<file path="config.mk">
export PLATFORM = sky130hd
export DESIGN_NAME = x_mux_sweep_ctrl
export DESIGN_NICKNAME = d
export VERILOG_FILES = /design/src/rtl/x_mux_sweep_ctrl.sv
export SDC_FILE = /design/constraint.sdc
export NUM_CORES = 1
export LEC_CHECK = 0
export ABC_CLOCK_PERIOD_IN_PS = 2300
export CAP_MARGIN = 10
export CELL_PAD_IN_SITES_DETAIL_PLACEMENT = 0
export CELL_PAD_IN_SITES_GLOBAL_PLACEMENT = 1
export CORE_MARGIN = 2
export CORE_UTILIZATION = 38
export CTS_CLUSTER_DIAMETER = 150
export DETAILED_ROUTE_END_ITERATION = 10
export PLACE_DENSITY = 0.92
export SLEW_MARGIN = 20
export SYNTH_ARGS = -nofsm -noshare
export SYNTH_HDL_FRONTEND = slang
export SYNTH_SLANG_ARGS = --single-unit
</file>
<file path="constraint.sdc">
create_clock -name i_clk -period 2.3 [get_ports i_clk]
set_input_delay 0.345 -clock i_clk [delete_from_list [all_inputs] [get_ports i_clk]]
set_output_delay 0.345 -clock i_clk [all_outputs]
set_load 0.05 [all_outputs]
</file>
<file path="src/rtl/x_mux_sweep_ctrl.sv">
`default_nettype none
// ============================================================================
//  Module   : x_mux_sweep_ctrl
//  Brief    : Tap sweep sequencer for the mux-trigger delay line. Settles each
//             tap, arms the line for N samples, accumulates one count per tap
//             and returns it over a valid/ready result port.
//  Config   : X_SWEEP_POPCOUNT_EN selects popcount accumulation (else bit 31)
//  Revision : 1.0  initial release
// ============================================================================
module x_mux_sweep_ctrl #(
    parameter int P_SEL_W  = 5,
    parameter int P_CNT_W  = 16,
    parameter int P_SETTLE = 4
) (
    input  logic               i_clk,
    input  logic               i_rst,
    input  logic               i_start,
    input  logic [P_SEL_W-1:0] i_sel_lo,
    input  logic [P_SEL_W-1:0] i_sel_hi,
    input  logic [P_CNT_W-1:0] i_samples,
    output logic [P_SEL_W-1:0] o_sel,
    output logic               o_arm,
    input  logic [31:0]        i_data,
    output logic               o_busy,
    output logic               o_res_valid,
    input  logic               i_res_ready,
    output logic [P_SEL_W-1:0] o_res_sel,
    output logic [P_CNT_W+5:0] o_res_cnt,
    output logic               o_done
);

    localparam int c_acc_w = P_CNT_W + 6;
    localparam int c_set_w = (P_SETTLE > 1) ? $clog2(P_SETTLE) : 1;
    localparam logic [c_set_w-1:0] c_set_last = c_set_w'(P_SETTLE - 1);

    typedef enum logic [2:0] {
        S_IDLE   = 3'd0,
        S_SETTLE = 3'd1,
        S_SAMPLE = 3'd2,
        S_REPORT = 3'd3,
        S_DONE   = 3'd4
    } state_t;

    state_t               r_state;
    state_t               w_state_nxt;
    logic [P_SEL_W-1:0]   r_sel;
    logic [P_SEL_W-1:0]   r_sel_hi;
    logic [P_CNT_W-1:0]   r_samp_last;
    logic [P_CNT_W-1:0]   r_samp_cnt;
    logic [c_set_w-1:0]   r_settle_cnt;
    logic [c_acc_w-1:0]   r_acc;
    logic [5:0]           w_inc;
    logic [c_acc_w:0]     w_sum;
    logic [c_acc_w-1:0]   w_acc_sat;
    logic                 w_last_tap;
    logic                 w_settle_end;
    logic                 w_sample_end;

`ifdef X_SWEEP_POPCOUNT_EN
    always_comb begin
        w_inc = '0;
        for (int i = 0; i < 32; i++) begin
            w_inc = w_inc + 6'(i_data[i]);
        end
    end
`else
    logic w_data_unused;
    assign w_inc         = {5'd0, i_data[31]};
    assign w_data_unused = ^i_data[30:0];
`endif

    // Saturating accumulate: a carry out of the top bit pins the count at all-ones.
    assign w_sum        = {1'b0, r_acc} + (c_acc_w + 1)'(w_inc);
    assign w_acc_sat    = w_sum[c_acc_w] ? '1 : w_sum[c_acc_w-1:0];
    assign w_last_tap   = (r_sel == r_sel_hi);
    assign w_settle_end = (r_settle_cnt == c_set_last);
    assign w_sample_end = (r_samp_cnt == r_samp_last);

    always_ff @(posedge i_clk or posedge i_rst) begin
        if (i_rst) begin
            r_state <= S_IDLE;
        end else begin
            r_state <= w_state_nxt;
        end
    end

    always_comb begin
        w_state_nxt = r_state;
        case (r_state)
            S_IDLE: begin
                if (i_start) begin
                    w_state_nxt = (i_sel_lo > i_sel_hi) ? S_DONE : S_SETTLE;
                end
            end
            S_SETTLE: begin
                if (w_settle_end) w_state_nxt = S_SAMPLE;
            end
            S_SAMPLE: begin
                if (w_sample_end) w_state_nxt = S_REPORT;
            end
            S_REPORT: begin
                if (i_res_ready) w_state_nxt = w_last_tap ? S_DONE : S_SETTLE;
            end
            S_DONE: begin
                w_state_nxt = S_IDLE;
            end
            default: begin
                w_state_nxt = S_IDLE;
            end
        endcase
    end

    always_ff @(posedge i_clk or posedge i_rst) begin
        if (i_rst) begin
            r_sel        <= '0;
            r_sel_hi     <= '0;
            r_samp_last  <= '0;
            r_samp_cnt   <= '0;
            r_settle_cnt <= '0;
            r_acc        <= '0;
        end else begin
            case (r_state)
                S_IDLE: begin
                    if (i_start) begin
                        r_sel        <= i_sel_lo;
                        r_sel_hi     <= i_sel_hi;
                        // Zero samples behaves as one: store the index of the last armed cycle.
                        r_samp_last  <= (i_samples == '0) ? '0 : i_samples - P_CNT_W'(1);
                        r_samp_cnt   <= '0;
                        r_settle_cnt <= '0;
                        r_acc        <= '0;
                    end
                end
                S_SETTLE: begin
                    r_settle_cnt <= w_settle_end ? '0 : r_settle_cnt + c_set_w'(1);
                end
                S_SAMPLE: begin
                    r_acc      <= w_acc_sat;
                    r_samp_cnt <= w_sample_end ? '0 : r_samp_cnt + P_CNT_W'(1);
                end
                S_REPORT: begin
                    // The final tap holds its select so the increment never wraps.
                    if (i_res_ready && !w_last_tap) begin
                        r_sel <= r_sel + P_SEL_W'(1);
                        r_acc <= '0;
                    end
                end
                default: begin
                end
            endcase
        end
    end

    assign o_sel       = r_sel;
    assign o_arm       = (r_state == S_SAMPLE);
    assign o_busy      = (r_state != S_IDLE);
    assign o_res_valid = (r_state == S_REPORT);
    assign o_res_sel   = r_sel;
    assign o_res_cnt   = r_acc;
    assign o_done      = (r_state == S_DONE);

endmodule
`default_nettype wire

</file>
* Word-level counts from Yosys, hierarchy flattened
Cells that the tools add are included.
Operators by class: add/sub/neg operators 5, $lt $le $gt $ge 1, equal/unequal tests 12, muxes and demuxes 21, reductions and logical operators 15
Operators by type and width (number):
- two-way mux 22 bit | 3
- case mux 22 bit (3 select lines) | 1
- two-way mux 16 bit | 3
- case mux 16 bit (2 select lines) | 1
- adder 22 x 1 -> 23 bit | 1
- two-way mux 3 bit | 6
- adder 16 x 1 -> 16 bit (second input constant) | 1
- equality test 16 bit | 1
- zero test 16 bit | 1
- subtractor 16 x 1 -> 16 bit (second input constant) | 1
- case mux 3 bit (4 select lines) | 1
- two-way mux 5 bit | 2
- case mux 5 bit (2 select lines) | 1
- equality test 3 x 2 -> 1 bit (second input constant) | 2
- inequality test 2 x 1 -> 1 bit (second input constant) | 3
- AND reduction 2 bit | 3
- AND reduction 3 bit | 2
- nonzero test 2 bit | 3
- nonzero test 3 bit | 2
- adder 5 x 1 -> 5 bit (second input constant) | 1
- equality test 5 bit | 1
- greater-than comparator 5 bit | 1
- two-way mux 2 bit | 2
- inequality test 2 bit (second input constant) | 2
- other kinds (9) | 9
Word-level totals: register bits after elaboration 69, word-level logic and storage cells 61

* Logic depth before layout (Yosys ltp)
depth after elaboration 5, depth in mapped cells 8, gate-level depth less buffers 7

* Worst setup path before layout
No wires, ideal clock.
kind register to register, from register r_acc[0] (netlist: o_res_cnt[0]), to register r_acc[20] (netlist: o_res_cnt[20]), setup time 0.099 ns, arrival 2.135 ns, setup slack 0.065 ns, stages on the path, launching flop included 8, path buffers 0, period minus slack after synthesis 2.235 ns, path through dfrtp_1 -> ha_1 -> ha_1 -> nand3_2 -> or3_4 -> nor3_2 -> a41oi_1 -> a311oi_1
Between the ends: longest elaborated chain between the ends 3
RTL lines:
- from (decl) | RTL line 51 | logic [c_acc_w-1:0] r_acc;
- from (signal assigned) | RTL line 138 | r_acc <= w_acc_sat;
- adder 22 x 1 -> 23 bit | RTL line 73 | assign w_sum = {1'b0, r_acc} + (c_acc_w + 1)'(w_inc);
- two-way mux 22 bit | RTL line 74 | assign w_acc_sat = w_sum[c_acc_w] ? '1 : w_sum[c_acc_w-1:0];
- case mux 22 bit (3 select lines) | RTL line 122 | case (r_state)
No other way between the ends. A chain may end at the register's enable or synchronous reset.

* Worst setup path in the final report
from input i_data[31], to register r_acc[20] (netlist: o_res_cnt[20])
Between the ends: longest elaborated chain between the ends 3
RTL lines:
- from (decl) | RTL line 23 | input logic [31:0] i_data,
- adder 22 x 1 -> 23 bit | RTL line 73
- two-way mux 22 bit | RTL line 74
- case mux 22 bit (3 select lines) | RTL line 122
No other way between the ends.

==> results.py <==
metrics = {
    "drt": {
        "drt_wl_total_mm": 10.7,
        "drt-initial-drc-count": 188,
        "first_pass_iters": 5,
        "vias": 3907,
        "vias_per_cell": 5.57,
        "wl_per_cell_um": 15.3,
        "drc_errors": 0,
        "antenna_left": 0,
    },
    "worst_setup_path": {
        "reg2reg_depth": 7,
        "endpoint_kind": "register",
        "timing.rr.end": "o_res_cnt[20]",
        "crit_arrival_ps": 2280,
        "crit_fanout": 4,
        "critPathRequiredTime_ps": 2520,
        "worstSetupPathType": "input pin to register",
        "start_kind": "input pin",
        "r2r-start": "o_res_cnt[0]",
        "r2r_slack_ps": 360,
    },
    "logic_synthesis": {
        "synth_mux_area_share_pct": 0.754,
        "yosysMostFrequentCell": "dfrtp_1",
        "synth_ff_type": "dfrtp_1",
        "synth_area_leaders": "dfrtp_1, xor2_1, nand2_1, ha_1, nand3_1",
        "async_reset_ff_share_pct": 100,
        "syn-num-nets": 556,
        "yosys_warnings": 0,
        "synth_common_cells": "dfrtp_1, nand2_1, nand3_1",
        "syn_area_per_cell_um2": 8.95,
        "synthAdderAreaFrac_pct": 3.48,
        "synth_compound_area_share_pct": 20.4,
        "yosysSeqAreaShare_pct": 40.0,
        "synth_xor_xnor_area_share_pct": 8.12,
        "syn_inst": 482,
        "yosys_register_bits": 69,
        "synth_top_family_by_area": "simple AND/OR/NAND/NOR gates",
        "synth_top_cell_area_share_pct": 40.0,
        "synth_edf_count": 0,
        "synth-simple-area-share_pct": 21.7,
        "synth.distinct_cells": 60,
        "yosysTopAreaCell": "dfrtp_1",
        "syn-cell-area_um2": 4320,
    },
    "global_route": {
        "grt_max_degree": 56,
        "antenna_found_initial": 0,
        "grt_overflow_total": 0,
        "grt_util_all_layers_pct": 17.6,
        "grt_pass1_vias": 3791,
        "grt_pass1_wl_mm": 17.9,
    },
    "final_layout": {
        "antennaDiodeCount": 0,
        "fillers": 1026,
        "synthToLayoutAreaGrowth_pct": 27.5,
        "multi_input_area_um2": 2360,
        "layout.cells.non_filler": 701,
        "nNetsFinal": 630,
        "seqCellArea_um2": 1730,
        "layout-drive-gt1-share_pct": 11.4,
    },
    "clock_tree": {
        "root_buffer": "clkbuf_16",
        "numCtsBuffers": 9,
        "cts-hold-fix-buffers": 0,
        "cts_tree": "done",
        "cts_setup_buffers": 0,
        "clkTransAtPathRegs_ps": 60,
        "htreeDepth": 3,
        "clock_sinks": 69,
        "clk_path_buf_depth": 2,
        "clk-insertion-delay-late_ps": 330,
    },
    "sta": {
        "final-setup-viol-count": 0,
        "max_slew.worst_pin.slew_ps": 508,
        "hold-worst-slack_ps": 323,
        "post-route-period-util_pct": 89.6,
        "hold_viol_final": 0,
        "slew_viol_final": 0,
        "finalSetupTns_ps": 0,
        "max_freq_mhz": 485,
        "relSlewSlack_pct": 66.1,
        "fin_crit_ps": 2060,
        "rsz0062_at_grt": "false",
        "skew_ps": 5.98,
    },
    "die": {
        "rows": 38,
        "die_area_um2": 12200,
        "start_util_pct": 39.3,
        "die_w_um": 111,
        "core_area_um2": 11000,
        "die_y_um": 111,
        "ios": 98,
    },
    "pwr": {
        "p_leak_nw": 2.37,
        "p_per_area_nw_per_um2": 1040,
        "peakVddDrop_uv": 506,
    },
    "place": {
        "routabilityCongestion": 0.816,
        "dp_hpwl_mm": 7.80,
        "dp_cells": 685,
        "port_buffers": 66,
    },
    "min_path": {
        "min_path_type": "input pin to async pin",
    },
    "outcome": {
        "status": "finished, final reports clean",
    },
    "job": {
        "maxCapViolCount": 0,
    },
}
## cell type report
cell class | count | share of cell area [%]
multi-input cells | 361 | 42.8
repair buffers | 88 | 16.1
clock buffers | 10 | 4.16
well taps | 140 | 3.18
flip-flops and latches | 69 | 31.4
clock inverters | 6 | 0.546
inverters | 27 | 1.84
## registers in the layout, summed over array words and instances (netlist names)
signal	flops
o_res_sel	5
r_state	3
r_samp_last	16
r_sel_hi	5
r_samp_cnt	16
r_settle_cnt	2
o_res_cnt	22
## metrics by stage
step	util (%)	instance area (um2)	total power [mW]	setup slack (ps)
2_1_floorplan	-	4320	3.80	65.2
3_3_place_gp	47.7	5240	4.44	4.22
4_1_cts	50.1	5500	5.76	10.1
3_5_place_dp	47.7	5240	4.55	-90.3
6_report	50.1	5500	5.74	238
5_1_grt	50.1	5500	6.11	79.4
## layout by cell type (no fill, tap or decap), drive strengths merged, types with 7 or more instances in the layout
| master | instances |
|---|---|
| dfrtp | 69 |
| clkdlybuf4s50 | 62 |
| nand2 | 51 |
| o21ai | 49 |
| nand3 | 30 |
| nor2 | 27 |
| inv | 27 |
| xor2 | 25 |
| buf | 24 |
| a21oi | 18 |
| a31oi | 18 |
| xnor2 | 15 |
| nor3 | 15 |
| a22o | 13 |
| ha | 12 |
| nor4 | 12 |
| clkbuf | 10 |
| and3 | 9 |
| nand4 | 7 |
## power by group
part,leakage (nW),internal [mW],switching [mW],total (mW)
logic,1.33,1.04,1.49,2.53
registers,0.908,1.57,0.428,1.99
clock network,0.136,0.717,0.496,1.21
total,2.37,3.32,2.42,5.74
## what timing repair did
action,CTS,global route
setup endpoints to repair,1,1
hold endpoints to repair,0,0
gates resized for setup,1,1
## worst max-delay path, cell delays in order
cell             delay (ps)
clkdlybuf4s50_1         470
ha_1                    170
ha_1                    190
nand3_2                 120
or3_4                   410
nor3_2                  160
a41oi_1                 150
a311oi_1                260
## per-layer routing
layer	wire length [um]	part of all wire, %	GRT usage (%)	up-vias
li1	-	-	-	1909
met1	4890	46	22.8	1878
met2	5220	49	29.5	107
met3	431	4.0	2.96	13
met4	159	1.5	6.25	0
met5	0	0	0	-
## worst max path at each step
stage                      start       endpoint  depth (start not counted)
finish                i_data[31]  o_res_cnt[20]                          8
global route          i_data[31]  o_res_cnt[20]                          8
CTS                   r_state[0]         o_done                          3
detailed placement    i_data[31]  o_res_cnt[18]                          9
global placement      i_data[31]  o_res_cnt[18]                          9
floorplan           o_res_cnt[0]  o_res_cnt[20]                          7
## kinds of logic (layout without fill, tap and decap cells)
family / after synthesis / in the layout
AOI/OAI and AO/OA: 136 / 136
xor gates and xnor gates: 40 / 40
muxes: 3 / 3
and+or+nand+nor: 170 / 170
buffers and inverters: 52 / 131
adders and majority gates: 12 / 12
DFF: 69 / 69
Note: power is estimated with default switching activity, not from simulation.
